--- src/rtl/uart_pkg.sv ---
// Shared types for the UART transmit arbiter.
// Sequencer state encoding and default byte width.
package uart_pkg;

    localparam int DATA_W_DEF = 8;

    typedef enum logic [1:0] {
        IDLE  = 2'd0,
        LOAD  = 2'd1,
        START = 2'd2,
        WAIT  = 2'd3
    } arb_state_t;

endpackage

--- src/rtl/uart_tx_arbiter_if.sv ---
// Producer and transmitter handshake bundle for uart_tx_arbiter.
// The slave modport is the arbiter's view; master is the surrounding logic.
interface uart_tx_arbiter_if
    import uart_pkg::*;
#(
    parameter int NUM_REQ = 4,
    parameter int DATA_W  = DATA_W_DEF
) ();

    localparam int ID_W = $clog2(NUM_REQ);

    logic [NUM_REQ-1:0]        req_valid;
    logic [NUM_REQ*DATA_W-1:0] req_data;
    logic [NUM_REQ-1:0]        req_lock;
    logic [NUM_REQ-1:0]        req_ready;
    logic [DATA_W-1:0]         tx_data;
    logic                      byte_ready;
    logic                      t_byte;
    logic                      tx_done;
    logic                      busy;
    logic [ID_W-1:0]           grant_id;

    modport master (
        output req_valid, req_data, req_lock, tx_done,
        input  req_ready, tx_data, byte_ready, t_byte, busy, grant_id
    );

    modport slave (
        input  req_valid, req_data, req_lock, tx_done,
        output req_ready, tx_data, byte_ready, t_byte, busy, grant_id
    );

endinterface

--- src/rtl/rr_picker.sv ---
// Combinational round-robin select: first valid at or above ptr,
// wrapping around. Shared by the arbiters in this design.
module rr_picker #(
    parameter int NUM_REQ = 4,
    parameter int ID_W    = $clog2(NUM_REQ)
) (
    input  logic [NUM_REQ-1:0] valid,
    input  logic [ID_W-1:0]    ptr,
    output logic               found,
    output logic [ID_W-1:0]    winner
);

    logic [ID_W-1:0] idx;

    // Walk from the farthest candidate back to ptr so the nearest wins.
    always_comb begin
        found  = 1'b0;
        winner = '0;
        idx    = '0;
        for (int k = NUM_REQ - 1; k >= 0; k--) begin
            idx = ID_W'((int'(ptr) + k) % NUM_REQ);
            if (valid[idx]) begin
                found  = 1'b1;
                winner = idx;
            end
        end
    end

endmodule

--- src/rtl/uart_tx_arbiter.sv ---
// Round-robin sharing of one UART transmitter among NUM_REQ producers.
// Define UART_ARB_LOCK_EN to let a requester hold the grant across bytes.
module uart_tx_arbiter
    import uart_pkg::*;
#(
    parameter int NUM_REQ = 4,
    parameter int DATA_W  = DATA_W_DEF
) (
    input logic             clk,
    input logic             rst,
    uart_tx_arbiter_if.slave bus
);

    localparam int ID_W = $clog2(NUM_REQ);

    arb_state_t        state_q;
    arb_state_t        state_d;
    logic [ID_W-1:0]   rr_ptr;
    logic [ID_W-1:0]   grant_q;
    logic [ID_W-1:0]   winner;
    logic [ID_W-1:0]   ptr_inc;
    logic [ID_W-1:0]   ptr_next;
    logic [DATA_W-1:0] tx_data_q;
    logic              found;
    logic              accept;

    rr_picker #(
        .NUM_REQ (NUM_REQ),
        .ID_W    (ID_W)
    ) u_pick (
        .valid  (bus.req_valid),
        .ptr    (rr_ptr),
        .found  (found),
        .winner (winner)
    );

    // No byte is taken while reset is held, so nothing is lost.
    assign accept = (state_q == IDLE) && found && !rst;

    assign ptr_inc = (grant_q == ID_W'(NUM_REQ - 1)) ? '0 : grant_q + 1'b1;

`ifdef UART_ARB_LOCK_EN
    logic lock_q;

    always_ff @(posedge clk) begin
        if (rst) begin
            lock_q <= 1'b0;
        end else if (accept) begin
            lock_q <= bus.req_lock[winner];
        end
    end

    assign ptr_next = lock_q ? grant_q : ptr_inc;
`else
    logic unused_lock;

    assign unused_lock = ^bus.req_lock;
    assign ptr_next    = ptr_inc;
`endif

    always_comb begin
        state_d        = state_q;
        bus.req_ready  = '0;
        bus.byte_ready = 1'b0;
        bus.t_byte     = 1'b0;
        unique case (state_q)
            IDLE: begin
                if (accept) begin
                    bus.req_ready[winner] = 1'b1;
                    state_d               = LOAD;
                end
            end
            LOAD: begin
                bus.byte_ready = !rst;
                state_d        = START;
            end
            START: begin
                bus.t_byte = !rst;
                state_d    = WAIT;
            end
            WAIT: begin
                if (bus.tx_done) state_d = IDLE;
            end
            default: state_d = IDLE;
        endcase
    end

    always_ff @(posedge clk) begin
        if (rst) begin
            state_q   <= IDLE;
            rr_ptr    <= '0;
            grant_q   <= '0;
            tx_data_q <= '0;
        end else begin
            state_q <= state_d;
            if (accept) begin
                grant_q   <= winner;
                tx_data_q <= bus.req_data[winner*DATA_W +: DATA_W];
            end
            if (state_q == WAIT && bus.tx_done) begin
                rr_ptr <= ptr_next;
            end
        end
    end

    assign bus.busy     = (state_q != IDLE);
    assign bus.tx_data  = tx_data_q;
    assign bus.grant_id = grant_q;

endmodule

--- src/flat_wrapper.sv ---
// flat-port wrapper written by rule: the top's interface ports become plain ports
module uart_tx_arbiter_flat import uart_pkg::*;
#(
    parameter int NUM_REQ = 4,
    parameter int DATA_W  = DATA_W_DEF
)
  (clk, rst, bus_req_valid, bus_req_data, bus_req_lock, bus_tx_done, bus_req_ready, bus_tx_data, bus_byte_ready, bus_t_byte, bus_busy, bus_grant_id);
  uart_tx_arbiter_if #(.NUM_REQ(NUM_REQ), .DATA_W(DATA_W)) bus_i ();
  input logic clk;
  input logic rst;
  input wire logic [$bits(bus_i.req_valid)-1:0] bus_req_valid;
  input wire logic [$bits(bus_i.req_data)-1:0] bus_req_data;
  input wire logic [$bits(bus_i.req_lock)-1:0] bus_req_lock;
  input wire logic [$bits(bus_i.tx_done)-1:0] bus_tx_done;
  output wire logic [$bits(bus_i.req_ready)-1:0] bus_req_ready;
  output wire logic [$bits(bus_i.tx_data)-1:0] bus_tx_data;
  output wire logic [$bits(bus_i.byte_ready)-1:0] bus_byte_ready;
  output wire logic [$bits(bus_i.t_byte)-1:0] bus_t_byte;
  output wire logic [$bits(bus_i.busy)-1:0] bus_busy;
  output wire logic [$bits(bus_i.grant_id)-1:0] bus_grant_id;
  assign bus_i.req_valid = bus_req_valid;
  assign bus_i.req_data = bus_req_data;
  assign bus_i.req_lock = bus_req_lock;
  assign bus_i.tx_done = bus_tx_done;
  assign bus_req_ready = bus_i.req_ready;
  assign bus_tx_data = bus_i.tx_data;
  assign bus_byte_ready = bus_i.byte_ready;
  assign bus_t_byte = bus_i.t_byte;
  assign bus_busy = bus_i.busy;
  assign bus_grant_id = bus_i.grant_id;
  uart_tx_arbiter #(.NUM_REQ(NUM_REQ), .DATA_W(DATA_W)) u_core (.clk(clk), .rst(rst), .bus(bus_i));
endmodule
--- config.mk ---
export PLATFORM = sky130hd
export DESIGN_NAME = uart_tx_arbiter_flat
export DESIGN_NICKNAME = d
export VERILOG_FILES = /design/src/rtl/uart_pkg.sv /design/src/rtl/uart_tx_arbiter_if.sv /design/src/rtl/rr_picker.sv /design/src/rtl/uart_tx_arbiter.sv /design/src/flat_wrapper.sv
export SDC_FILE = /design/constraint.sdc
export NUM_CORES = 1
export LEC_CHECK = 0
export BUFFER_PORTS_ARGS = -buffer_cell sky130_fd_sc_hd__buf_2
export CORE_UTILIZATION = 35
export CTS_CLUSTER_SIZE = 8
export DETAILED_ROUTE_END_ITERATION = 10
export MAX_ROUTING_LAYER = met4
export PLACE_DENSITY = 0.69
export SLEW_MARGIN = 20
export SYNTH_ARGS = -nofsm -noshare
export SYNTH_HDL_FRONTEND = slang
export SYNTH_SLANG_ARGS = --single-unit
--- constraint.sdc ---
create_clock -name clk -period 4.2 [get_ports clk]
set_clock_uncertainty 0.15 [all_clocks]
set_input_delay 0.21 -clock clk [delete_from_list [all_inputs] [get_ports clk]]
set_output_delay 0.21 -clock clk [all_outputs]
set_load 0.02 [all_outputs]
==> flow_metrics.env, run 1 <==
export IMPL_status="completed"
export IMPL_synth_top_flop_cell="dfxtp_1"
export IMPL_ys_types=20
export IMPL_vias_per_cell=4.95
export IMPL_antenna_cells=0
export IMPL_multi_input_area_um2=564
export IMPL_maxCapViolations=0
export IMPL_first_pass_iters=2
export IMPL_cts_resized=0
export IMPL_synth_fp_nets=149
export IMPL_yosys_area_top_type_share_pct=31.4
export IMPL_async_flop_share_pct=0
export IMPL_startpoint="u_core.state_q[0]"
export IMPL_stdcell_count=183
export IMPL_routed_wl_met3_um=77
export IMPL_rows=17
export IMPL_port_buffers=55
export IMPL_yosysMostFrequentCell="mux2i_1"
export IMPL_grt_remaining_overflow=0
export IMPL_ys_ff_latch=14
export IMPL_arrival_ns=1.89
export IMPL_top_layer_used="met4"
export IMPL_numCtsBuffers=3
export IMPL_drive_gt1_share_pct=40.0
export IMPL_setup_tns_ns=0
export IMPL_ctsRootBufferMaster="clkbuf_4"
export IMPL_endpoint_kind="primary output"
export IMPL_fin_crit_sh_pct=53.7
export IMPL_wl_met1_um=865
export IMPL_finalMaxSlewViolations=0
export IMPL_fin_crit_ns=2.25
export IMPL_route_met2_wl_mm=1.21
export IMPL_setup_worst_path_start_class="flip-flop"
export IMPL_insertion_delay_ns=0.27
export IMPL_fin_nets=204
export IMPL_cellPowerDensity_nw_per_um2=460
export IMPL_place_congestion=0.735
export IMPL_timing_fmax_ghz=0.444
export IMPL_p_leak_nw=0.603
export IMPL_synth_area_leader_cell="dfxtp_1"
export IMPL_clock_sinks=14
export IMPL_clk_path_buf_depth=2
export IMPL_syn_avg_cell_area_um2=8.85
export IMPL_vias=906
export IMPL_grt_pass1_vias=849
export IMPL_grt_start_max_net_pins=21
export IMPL_critical_path_max_fanout=10
export IMPL_die_area_um2=2760
export IMPL_nFillCells=224
export IMPL_dieWidth_um=52.5
export IMPL_dp_hpwl_mm=1.77
export IMPL_dpl_cell_count=179
export IMPL_cp_required_ns=3.84
export IMPL_rsz0062_at_grt="no"
export IMPL_slew_headroom_pct=62.1
export IMPL_ir_drop_uv=221
export IMPL_path_class="reg -> out"
export IMPL_start_util_pct=38.5
export IMPL_ant_nets=0
export IMPL_ys_seq_area_share_pct=31.4
export IMPL_synth_area_leaders="dfxtp_1, mux2i_1, o221ai_1"
export IMPL_ys_warn_count=0
export IMPL_cts_setup_buffers=0
export IMPL_synth_commonest_cells="mux2i_1, dfxtp_1, nor2_1"
export IMPL_htree_levels=1
export IMPL_drcViolationCount=0
export IMPL_min_from="rst"
export IMPL_synthCells=101
export IMPL_dpl_worst_slack_ns=1.90
export IMPL_routedWlPerCell_um=11.9
export IMPL_postCtsHoldBufs=0
export IMPL_finalWorstSetupSlack_ns=1.95
export IMPL_hold_class="in -> reg"
export IMPL_core_area_um2=2320
export IMPL_top_level_ports=60
export IMPL_grt_usage_pct=16.8
export IMPL_finalSetupViolCount=0
export IMPL_cts_tree="yes"
export IMPL_synth_edf_count=0
export IMPL_syn2layout_area_growth_pct=35.0
export IMPL_regToRegStartpoint="u_core.state_q[0]"
export IMPL_routed_wl_mm=2.18
export IMPL_clk_pin_slew_worst_paths_ns=0.09
export IMPL_worst_pin_slew_ns=0.567
export IMPL_die_y_um=52.5
export IMPL_hold_violations=0
export IMPL_netlist_area_um2=893
export IMPL_grt_pass1_wl_mm=3.42
export IMPL_seqCellArea_um2=280
export IMPL_drt_iter0_drc=10
export IMPL_antenna_found_initial=0
## worst max-delay path: stages, from the launching register on
cell	delay, ns
dfxtp_1	0.35
inv_1	0.10
ha_1	0.27
o41ai_4	0.15
nor2_1	0.15
nand2_1	0.24
nor2_1	0.17
buf_2	0.18
## placed cells by master, fill, tap and decap left out, types with 3 or more instances in the layout
cell      count
a21oi_1       6
buf_2        55
clkbuf_4      3
dfxtp_1      14
ha_1          5
inv_1         3
mux2i_1      18
nand2_1      11
nand2b_1      3
nor2_1       12
nor2b_1       6
nor3_1        4
o221ai_1      8
## flip-flops by register name (all words and copies together), names as in the netlist
signal and count:
u_core.bus.tx_data 8, u_core.rr_ptr 2, u_core.bus.grant_id 2, u_core.state_q 2
## through the flow
| stage | total power, mW | utilization (%) | hold WS (ns) | cell area (µm²) |
|---|---|---|---|---|
| floorplan | 0.380 | - | 0.220 | 893 |
| CTS | 0.559 | 52.0 | 0.0553 | 1200 |
| global route | 0.593 | 52.0 | 0.0836 | 1210 |
| detailed placement | 0.461 | 50.4 | 0.297 | 1170 |
| finish | 0.555 | 52.0 | 0.0660 | 1210 |
| global placement | 0.455 | 50.4 | 0.291 | 1170 |
## worst paths after layout
path	slack, ns	cells past startpoint	endpoint
worst max register to register	2.35	6	u_core.bus.tx_data[1]
worst min register to register	0.31	2	u_core.bus.tx_data[3]
worst max-delay path	1.95	7	bus_req_ready[3]
worst min-delay path	0.07	2	u_core.state_q[1]
## power by group
| part | internal (mW) | leakage, nW | switching, mW |
|---|---|---|---|
| clock network | 0.0527 | 0.0210 | 0.0462 |
| registers | 0.170 | 0.115 | 0.0228 |
| logic | 0.107 | 0.466 | 0.156 |
| total | 0.330 | 0.603 | 0.225 |
## layer usage
layer  up-vias  global-route usage, %
met5         -                      -
met4         0                   7.46
met3         2                   1.16
met2        23                   29.5
met1       416                   19.4
li1        465                      -
## cell families after synthesis
| family | count (synthesis) | synth area share, % |
|---|---|---|
| and+or+nand+nor | 38 | 19.6 |
| buffers and inverters | 9 | 5.60 |
| muxes | 18 | 20.2 |
| AOI/OAI and AO/OA | 17 | 16.2 |
| adders and majority gates | 5 | 7.00 |
| DFF | 14 | 31.4 |
## final cells by class
class	instances	share of cell area [%]
Multi-Input combinational cell	78	46.8
Sequential cell	14	23.2
Timing Repair Buffer	55	22.8
Clock buffer	4	3.01
Tap cell	28	2.90
Inverter	4	1.24
No activity file was read; power rests on OpenSTA's default activity.
==> run 2, diff against run 1 <==
--- a/config.mk
+++ b/config.mk
@@ -5,12 +5,13 @@
 export SDC_FILE = /design/constraint.sdc
 export NUM_CORES = 1
 export LEC_CHECK = 0
+export ABC_AREA = 1
 export BUFFER_PORTS_ARGS = -buffer_cell sky130_fd_sc_hd__buf_2
 export CORE_UTILIZATION = 35
 export CTS_CLUSTER_SIZE = 8
 export DETAILED_ROUTE_END_ITERATION = 10
 export MAX_ROUTING_LAYER = met4
-export PLACE_DENSITY = 0.69
+export PLACE_DENSITY = 0.67
 export SLEW_MARGIN = 20
 export SYNTH_ARGS = -nofsm -noshare
 export SYNTH_HDL_FRONTEND = slang
==> constraint.sdc (replaced) <==
create_clock -name clk -period 2.05 [get_ports clk]
set_clock_uncertainty 0.15 [all_clocks]
set_input_delay 0.1025 -clock clk [delete_from_list [all_inputs] [get_ports clk]]
set_output_delay 0.1025 -clock clk [all_outputs]
set_load 0.02 [all_outputs]
==> run 2 against run 1 <==
The flow now finishes with violations (setup timing). Clock power rose by 110%. Die area rose by 30%. Sequential cell count did not move. Via count rose by 71%. Sequential power rose by 120%. Critical path depth rose by 4. Utilization rose by 8.6 points. Critical path type unchanged. Largest power group unchanged. Highest routed layer unchanged.
==> flow_metrics.env, run 2 <==
export IMPL_dp_hpwl_mm=2.41
export IMPL_critical_path_max_fanout=6
export IMPL_critPathTopFamily="simple AND/OR/NAND/NOR gates"
export IMPL_vias=1545
export IMPL_port_buffers=55
export IMPL_routed_wl_met3_um=182
export IMPL_ant_nets=0
export IMPL_min_from="bus_req_data[22]"
export IMPL_synth_edf_count=0
export IMPL_grt_pass1_vias=1325
export IMPL_grt_pass1_wl_mm=5.26
export IMPL_drcViolationCount=0
export IMPL_status="finished, violations left"
export IMPL_p_leak_nw=1.02
export IMPL_synthCells=193
export IMPL_total_power_mw=1.68
export IMPL_drive_gt1_share_pct=38.2
export IMPL_endpoint_kind="primary output"
export IMPL_place_congestion=0.867
export IMPL_cts_tree="yes"
export IMPL_vias_per_cell=4.77
export IMPL_routed_wl_mm=3.72
export IMPL_hold_ws_ns=0.0186
export IMPL_synth_top_family_by_area="simple AND/OR/NAND/NOR gates"
export IMPL_nFillCells=306
export IMPL_rows=20
export IMPL_finalMaxSlewViolations=0
export IMPL_r2r_worst_path_cells=11
export IMPL_ctsRootBufferMaster="clkbuf_4"
export IMPL_path_common_cell="nand2_1"
export IMPL_wl_met1_mm=1.59
export IMPL_crit_chain="buf_4 -> o21ai_4 -> nand2_2 -> nand2_1 -> inv_1 -> nand2_1 -> nand2_1 -> nor2_4 -> inv_2 -> a21oi_2 -> buf_6"
export IMPL_seqCellArea_um2=285
export IMPL_clk_pin_slew_worst_paths_ns=0.10
export IMPL_ys_seq_area_share_pct=23.9
export IMPL_syn2layout_area_growth_pct=61.5
export IMPL_start_util_pct=37.5
export IMPL_maxCapViolations=0
export IMPL_mostFrequentLayoutCells="nand2_1, buf_2, nand3_1, inv_1, dlygate4sd3_1"
export IMPL_setup_worst_path_start_class="flip-flop"
export IMPL_cp_required_ns=1.80
export IMPL_critPathMaxStageDelay_ns=0.37
export IMPL_r2r_end="u_core.bus.tx_data[4]"
export IMPL_clock_sinks=14
export IMPL_grt_usage_pct=19.6
export IMPL_top_level_ports=60
export IMPL_worst_pin_slew_ns=0.315
export IMPL_clk_path_buf_depth=2
export IMPL_antenna_found_initial=0
export IMPL_final_common_cell="nand2_1"
export IMPL_synth_mux_area_fraction_pct=0
export IMPL_synthAdderAreaFrac_pct=5.33
export IMPL_grt_remaining_overflow=0
export IMPL_numCtsBuffers=3
export IMPL_hold_path_end="u_core.bus.tx_data[6]"
export IMPL_regToRegStartpoint="u_core.rr_ptr[0]"
export IMPL_fin_crit_ns=2.11
export IMPL_drt_iter0_drc=71
export IMPL_finalWorstSetupSlack_ns=-0.0604
export IMPL_cp_slowest_cell="dfxtp_4"
export IMPL_hold_class="in -> reg"
export IMPL_netlist_area_um2=1170
export IMPL_ys_types=24
export IMPL_holdPathStages=5
export IMPL_core_area_um2=3130
export IMPL_antenna_cells=0
export IMPL_r2r_slack_ns=0.12
export IMPL_arrival_ns=1.86
export IMPL_ir_drop_uv=493
export IMPL_yosys_area_share_simple_pct=52.9
export IMPL_ys_warn_count=0
export IMPL_yosysMostFrequentCell="nand2_1"
export IMPL_grt_start_max_net_pins=16
export IMPL_synth_xor_area_share_pct=0
export IMPL_synth_top_flop_cell="dfxtp_1"
export IMPL_synth_commonest_cells="nand2_1, nand3_1, inv_1"
export IMPL_violations="setup timing"
export IMPL_synth_compound_area_share_pct=6.18
export IMPL_first_pass_iters=5
export IMPL_multi_input_area_um2=825
export IMPL_synth_area_leaders="dfxtp_1, nand2_1, nand3_1"
export IMPL_timing_fmax_ghz=0.474
export IMPL_path_class="reg -> out"
export IMPL_finalSetupViolCount=2
export IMPL_dieWidth_um=59.9
export IMPL_path_buf_inv=4
export IMPL_synth_fp_nets=241
export IMPL_route_met2_wl_mm=1.83
export IMPL_die_area_um2=3590
export IMPL_synth_area_leader_cell="dfxtp_1"
export IMPL_largest_reg_flops=8
export IMPL_routedWlPerCell_um=11.5
export IMPL_hold_violations=0
export IMPL_cellPowerDensity_nw_per_um2=886
export IMPL_yosys_area_top_type_share_pct=23.9
export IMPL_setup_tns_ns=-0.0739
export IMPL_insertion_delay_ns=0.28
export IMPL_fin_nets=329
export IMPL_fin_crit_sh_pct=103
export IMPL_ys_ff_latch=14
export IMPL_syn_avg_cell_area_um2=6.08
export IMPL_rsz0062_at_grt="yes"
export IMPL_dpl_worst_slack_ns=0.0954
export IMPL_top_layer_used="met4"
export IMPL_async_flop_share_pct=0
export IMPL_htree_levels=1
export IMPL_die_y_um=59.9
export IMPL_slew_headroom_pct=78.8
==> run 2: changes by cell type in the layout (fill, tap and decap cells not counted), moves of 6 or more <==
cell / previous run / this run
o221ai_1: 8 / 0
nand2_1: 11 / 59
buf_4: 0 / 12
inv_1: 3 / 19
nand3_1: 1 / 41
dlygate4sd3_1: 0 / 16
nor2b_1: 6 / 0
mux2i_1: 18 / 0
buf_6: 0 / 6
nand2_2: 0 / 10
==> run 2: timing repair <==
action,in CTS,in global routing
setup buffers,2,6
hold endpoints to repair,9,0
gates resized for setup,14,22
pin swaps,5,4
hold buffers,16,0
setup endpoints to repair,4,4
==> run 2: worst reg2reg max path, stage by stage (launching register included) <==
cell,delay (ns)
dfxtp_4,0.37
buf_4,0.15
o21ai_4,0.17
nand2_2,0.09
nand2_1,0.08
nand2_2,0.07
nand3_4,0.09
nand2_8,0.08
buf_2,0.17
or2_2,0.28
nand3_1,0.07
nand3_1,0.07
==> run 2: cells by family (layout without fill, tap and decap cells) <==
| group | count (synthesis) | count (layout) |
|---|---|---|
| flip-flops | 14 | 14 |
| AO/OA/AOI/OAI | 13 | 13 |
| buffers and inverters | 30 | 117 |
| AND/OR/NAND/NOR | 131 | 131 |
| adder cells (fa/ha/maj) | 5 | 5 |
==> run 2: how the worst max path moves through the flow <==
stage	from	to	slack, ns	depth (start not counted)
4_1_cts	u_core.rr_ptr[0]	bus_req_ready[3]	-0.003	12
3_3_place_gp	u_core.rr_ptr[0]	bus_req_ready[3]	0.11	12
3_5_place_dp	u_core.rr_ptr[0]	bus_req_ready[3]	0.1	12
5_1_grt	u_core.rr_ptr[0]	bus_req_ready[3]	-0.15	11
6_report	u_core.rr_ptr[0]	bus_req_ready[3]	-0.06	11
2_1_floorplan	u_core.rr_ptr[0]	bus_req_ready[0]	0.16	10
==> run 2: per-layer routing <==
| metal | vias to the layer above | global-route usage [%] |
|---|---|---|
| met4 | 0 | 9.63 |
| met1 | 668 | 23.5 |
| met3 | 14 | 1.95 |
| li1 | 795 | - |
| met2 | 68 | 32.7 |
| met5 | - | - |
==> run 2: metrics by stage <==
| stage | instances | cell area [µm²] | util [%] |
|---|---|---|---|
| 4_1_cts | 318 | 1760 | 56.4 |
| 3_3_place_gp | 296 | 1530 | 48.8 |
| 3_5_place_dp | 296 | 1530 | 48.8 |
| 6_report | 324 | 1900 | 60.6 |
| 5_1_grt | 324 | 1900 | 60.6 |
| 2_1_floorplan | 193 | 1170 | - |
==> run 2: layout make-up <==
type / instances / share of cell area (%)
Timing Repair Buffer: 88 / 31.6
Tap cell: 44 / 2.90
Multi-Input combinational cell: 149 / 43.5
Inverter: 25 / 5.08
Sequential cell: 14 / 15.0
Clock buffer: 4 / 1.91
==> run 2: power breakdown <==
group          internal, mW  switching [mW]  total [mW]
logic                 0.416           0.627        1.04
registers             0.368          0.0618       0.430
clock network         0.108          0.0986       0.207
total                 0.893           0.788        1.68
==> run 3, diff against run 2 <==
--- a/config.mk
+++ b/config.mk
@@ -7,11 +7,13 @@
 export LEC_CHECK = 0
 export ABC_AREA = 1
 export BUFFER_PORTS_ARGS = -buffer_cell sky130_fd_sc_hd__buf_2
-export CORE_UTILIZATION = 35
+export CELL_PAD_IN_SITES_DETAIL_PLACEMENT = 0
+export CELL_PAD_IN_SITES_GLOBAL_PLACEMENT = 1
+export CORE_UTILIZATION = 26
 export CTS_CLUSTER_SIZE = 8
 export DETAILED_ROUTE_END_ITERATION = 10
 export MAX_ROUTING_LAYER = met4
-export PLACE_DENSITY = 0.67
+export PLACE_DENSITY = 0.75
 export SLEW_MARGIN = 20
 export SYNTH_ARGS = -nofsm -noshare
 export SYNTH_HDL_FRONTEND = slang
==> run 3 against run 2 <==
The run now ends clean. Utilization is 19 points lower. Die area grew 33%. Count of clock-buffer cells in the layout did not move. Sequential cell count stayed put. Worst hold slack lost 0.0013 ns. Power is 3.1% higher. Global-route usage decreased by 5.9 points. Clock power rose by 33%. Sequential share of layout area is 0.64 points higher. First-iteration DRC count down 49%. Critical path type unchanged. Largest cell class unchanged.
==> flow_metrics.env, run 3 (synthesized netlist as in run 2, its figures left out) <==
export IMPL_grt_start_max_net_pins=16
export IMPL_largest_reg_flops=8
export IMPL_drcViolationCount=0
export IMPL_core_area_um2=4350
export IMPL_ctsRootBufferMaster="clkbuf_8"
export IMPL_clock_sinks=14
export IMPL_cp_required_ns=1.80
export IMPL_hold_ws_ns=0.0174
export IMPL_routedWlPerCell_um=10.5
export IMPL_regToRegStartpoint="u_core.rr_ptr[0]"
export IMPL_crit_chain="buf_8 -> nand2_4 -> o21ai_4 -> nor2_2 -> nand2_2 -> nand2_4 -> nor2_8 -> inv_4 -> buf_4 -> nor3_2 -> buf_4"
export IMPL_top_level_ports=60
export IMPL_rsz0062_at_grt="yes"
export IMPL_numCtsBuffers=3
export IMPL_r2r_worst_path_cells=14
export IMPL_die_area_um2=4790
export IMPL_dp_hpwl_mm=2.61
export IMPL_finalSetupViolCount=0
export IMPL_r2r_end="u_core.bus.tx_data[7]"
export IMPL_fin_crit_sh_pct=96.1
export IMPL_arrival_ns=1.72
export IMPL_first_pass_iters=4
export IMPL_fin_crit_ns=1.97
export IMPL_critPathMaxStageDelay_ns=0.38
export IMPL_placed_area_um2=1580
export IMPL_clk_path_buf_depth=2
export IMPL_status="completed"
export IMPL_r2r_slack_ns=0.14
export IMPL_drive_gt1_share_pct=43.4
export IMPL_fin_nets=314
export IMPL_vias=1418
export IMPL_vias_per_cell=4.47
export IMPL_start_util_pct=27.0
export IMPL_multi_input_area_um2=880
export IMPL_die_y_um=69.2
export IMPL_hold_path_end="u_core.rr_ptr[0]"
export IMPL_min_from="bus_tx_done"
export IMPL_cellPowerDensity_nw_per_um2=953
export IMPL_routed_wl_mm=3.32
export IMPL_cp_slowest_cell="dfxtp_4"
export IMPL_critical_path_max_fanout=6
export IMPL_port_buffers=55
export IMPL_maxCapViolations=0
export IMPL_dieWidth_um=69.2
export IMPL_mostFrequentLayoutCells="nand2_1, buf_2, nand3_1, inv_1, buf_4"
export IMPL_place_congestion=0.837
export IMPL_clk_pin_slew_worst_paths_ns=0.06
export IMPL_nFillCells=464
export IMPL_grt_pass1_vias=1238
export IMPL_endpoint_kind="primary output"
export IMPL_finalMaxSlewViolations=0
export IMPL_p_leak_nw=0.991
export IMPL_hold_class="in -> reg"
export IMPL_syn2layout_area_growth_pct=54.9
export IMPL_holdPathStages=3
export IMPL_grt_usage_pct=13.7
export IMPL_antenna_found_initial=0
export IMPL_timing_fmax_ghz=0.508
export IMPL_postCtsHoldBufs=0
export IMPL_ant_nets=0
export IMPL_ir_drop_uv=586
export IMPL_worst_pin_slew_ns=0.282
export IMPL_hold_violations=0
export IMPL_grt_pass1_wl_mm=5.31
export IMPL_final_common_cell="nand2_1"
export IMPL_rows=24
export IMPL_setup_worst_path_start_class="flip-flop"
export IMPL_antenna_cells=0
export IMPL_finalInstanceArea_um2=1820
export IMPL_path_class="reg -> out"
export IMPL_insertion_delay_ns=0.25
export IMPL_slew_headroom_pct=81.1
export IMPL_grt_remaining_overflow=0
export IMPL_seqCellArea_um2=285
export IMPL_drt_iter0_drc=36
export IMPL_htree_levels=1
export IMPL_cts_tree="yes"
## run 3: metrics by stage
| step | total power [mW] | std cells | setup slack (ns) | TNS [ns] | util (%) |
|---|---|---|---|---|---|
| after global routing | 1.87 | 317 | -0.0284 | -0.0657 | 41.8 |
| final | 1.73 | 317 | 0.0797 | 0 | 41.8 |
| after detailed placement | 1.35 | 309 | 0.123 | 0 | 36.2 |
| after global placement | 1.35 | 309 | 0.127 | 0 | 36.2 |
| after floorplan | 1.05 | 193 | 0.159 | 0 | - |
| after CTS | 1.65 | 314 | 0.0191 | 0 | 38.1 |
## run 3: area by class of cell
| class | instances | share of cell area [%] |
|---|---|---|
| Timing Repair Buffer | 73 | 24.0 |
| Multi-Input combinational cell | 149 | 48.4 |
| Tap cell | 52 | 3.58 |
| Clock buffer | 4 | 3.03 |
| Inverter | 25 | 5.30 |
| Sequential cell | 14 | 15.7 |
## run 3: what timing repair did
item,4_1_cts,5_1_grt
buffers inserted,1,3
pin swaps,2,11
resized for setup,12,35
setup endpoints to repair,4,4
gates cloned,0,0
## run 3: worst max-delay path by stage
stage,from,endpoint,cells past startpoint
after floorplan,u_core.rr_ptr[0],bus_req_ready[0],10
after global placement,u_core.rr_ptr[0],bus_req_ready[3],11
after detailed placement,u_core.rr_ptr[0],bus_req_ready[3],11
after CTS,u_core.rr_ptr[0],bus_req_ready[3],11
after global routing,u_core.rr_ptr[0],bus_req_ready[3],12
final,u_core.rr_ptr[0],bus_req_ready[0],11
## run 3: power by group
| group | internal [mW] | switching [mW] |
|---|---|---|
| registers | 0.369 | 0.0607 |
| clock network | 0.170 | 0.104 |
| logic | 0.408 | 0.620 |
| total | 0.948 | 0.785 |
## run 3: worst max-delay path, delay by kind of cell, from the launching register on
family          cells  cell delay, ns
flops               1            0.38
buf+inv             4            0.49
simple gates        6            0.56
compound gates      1            0.05
## run 3: routing by layer
| layer | wire length, µm | track usage (%) | up-vias | share of wire [%] |
|---|---|---|---|---|
| li1 | - | - | 764 | - |
| met1 | 1620 | 18.1 | 625 | 49 |
| met2 | 1540 | 21.7 | 25 | 46 |
| met3 | 121 | 2.03 | 4 | 3.6 |
| met4 | 31 | 4.08 | 0 | 0.93 |
| met5 | 0 | - | - | 0 |
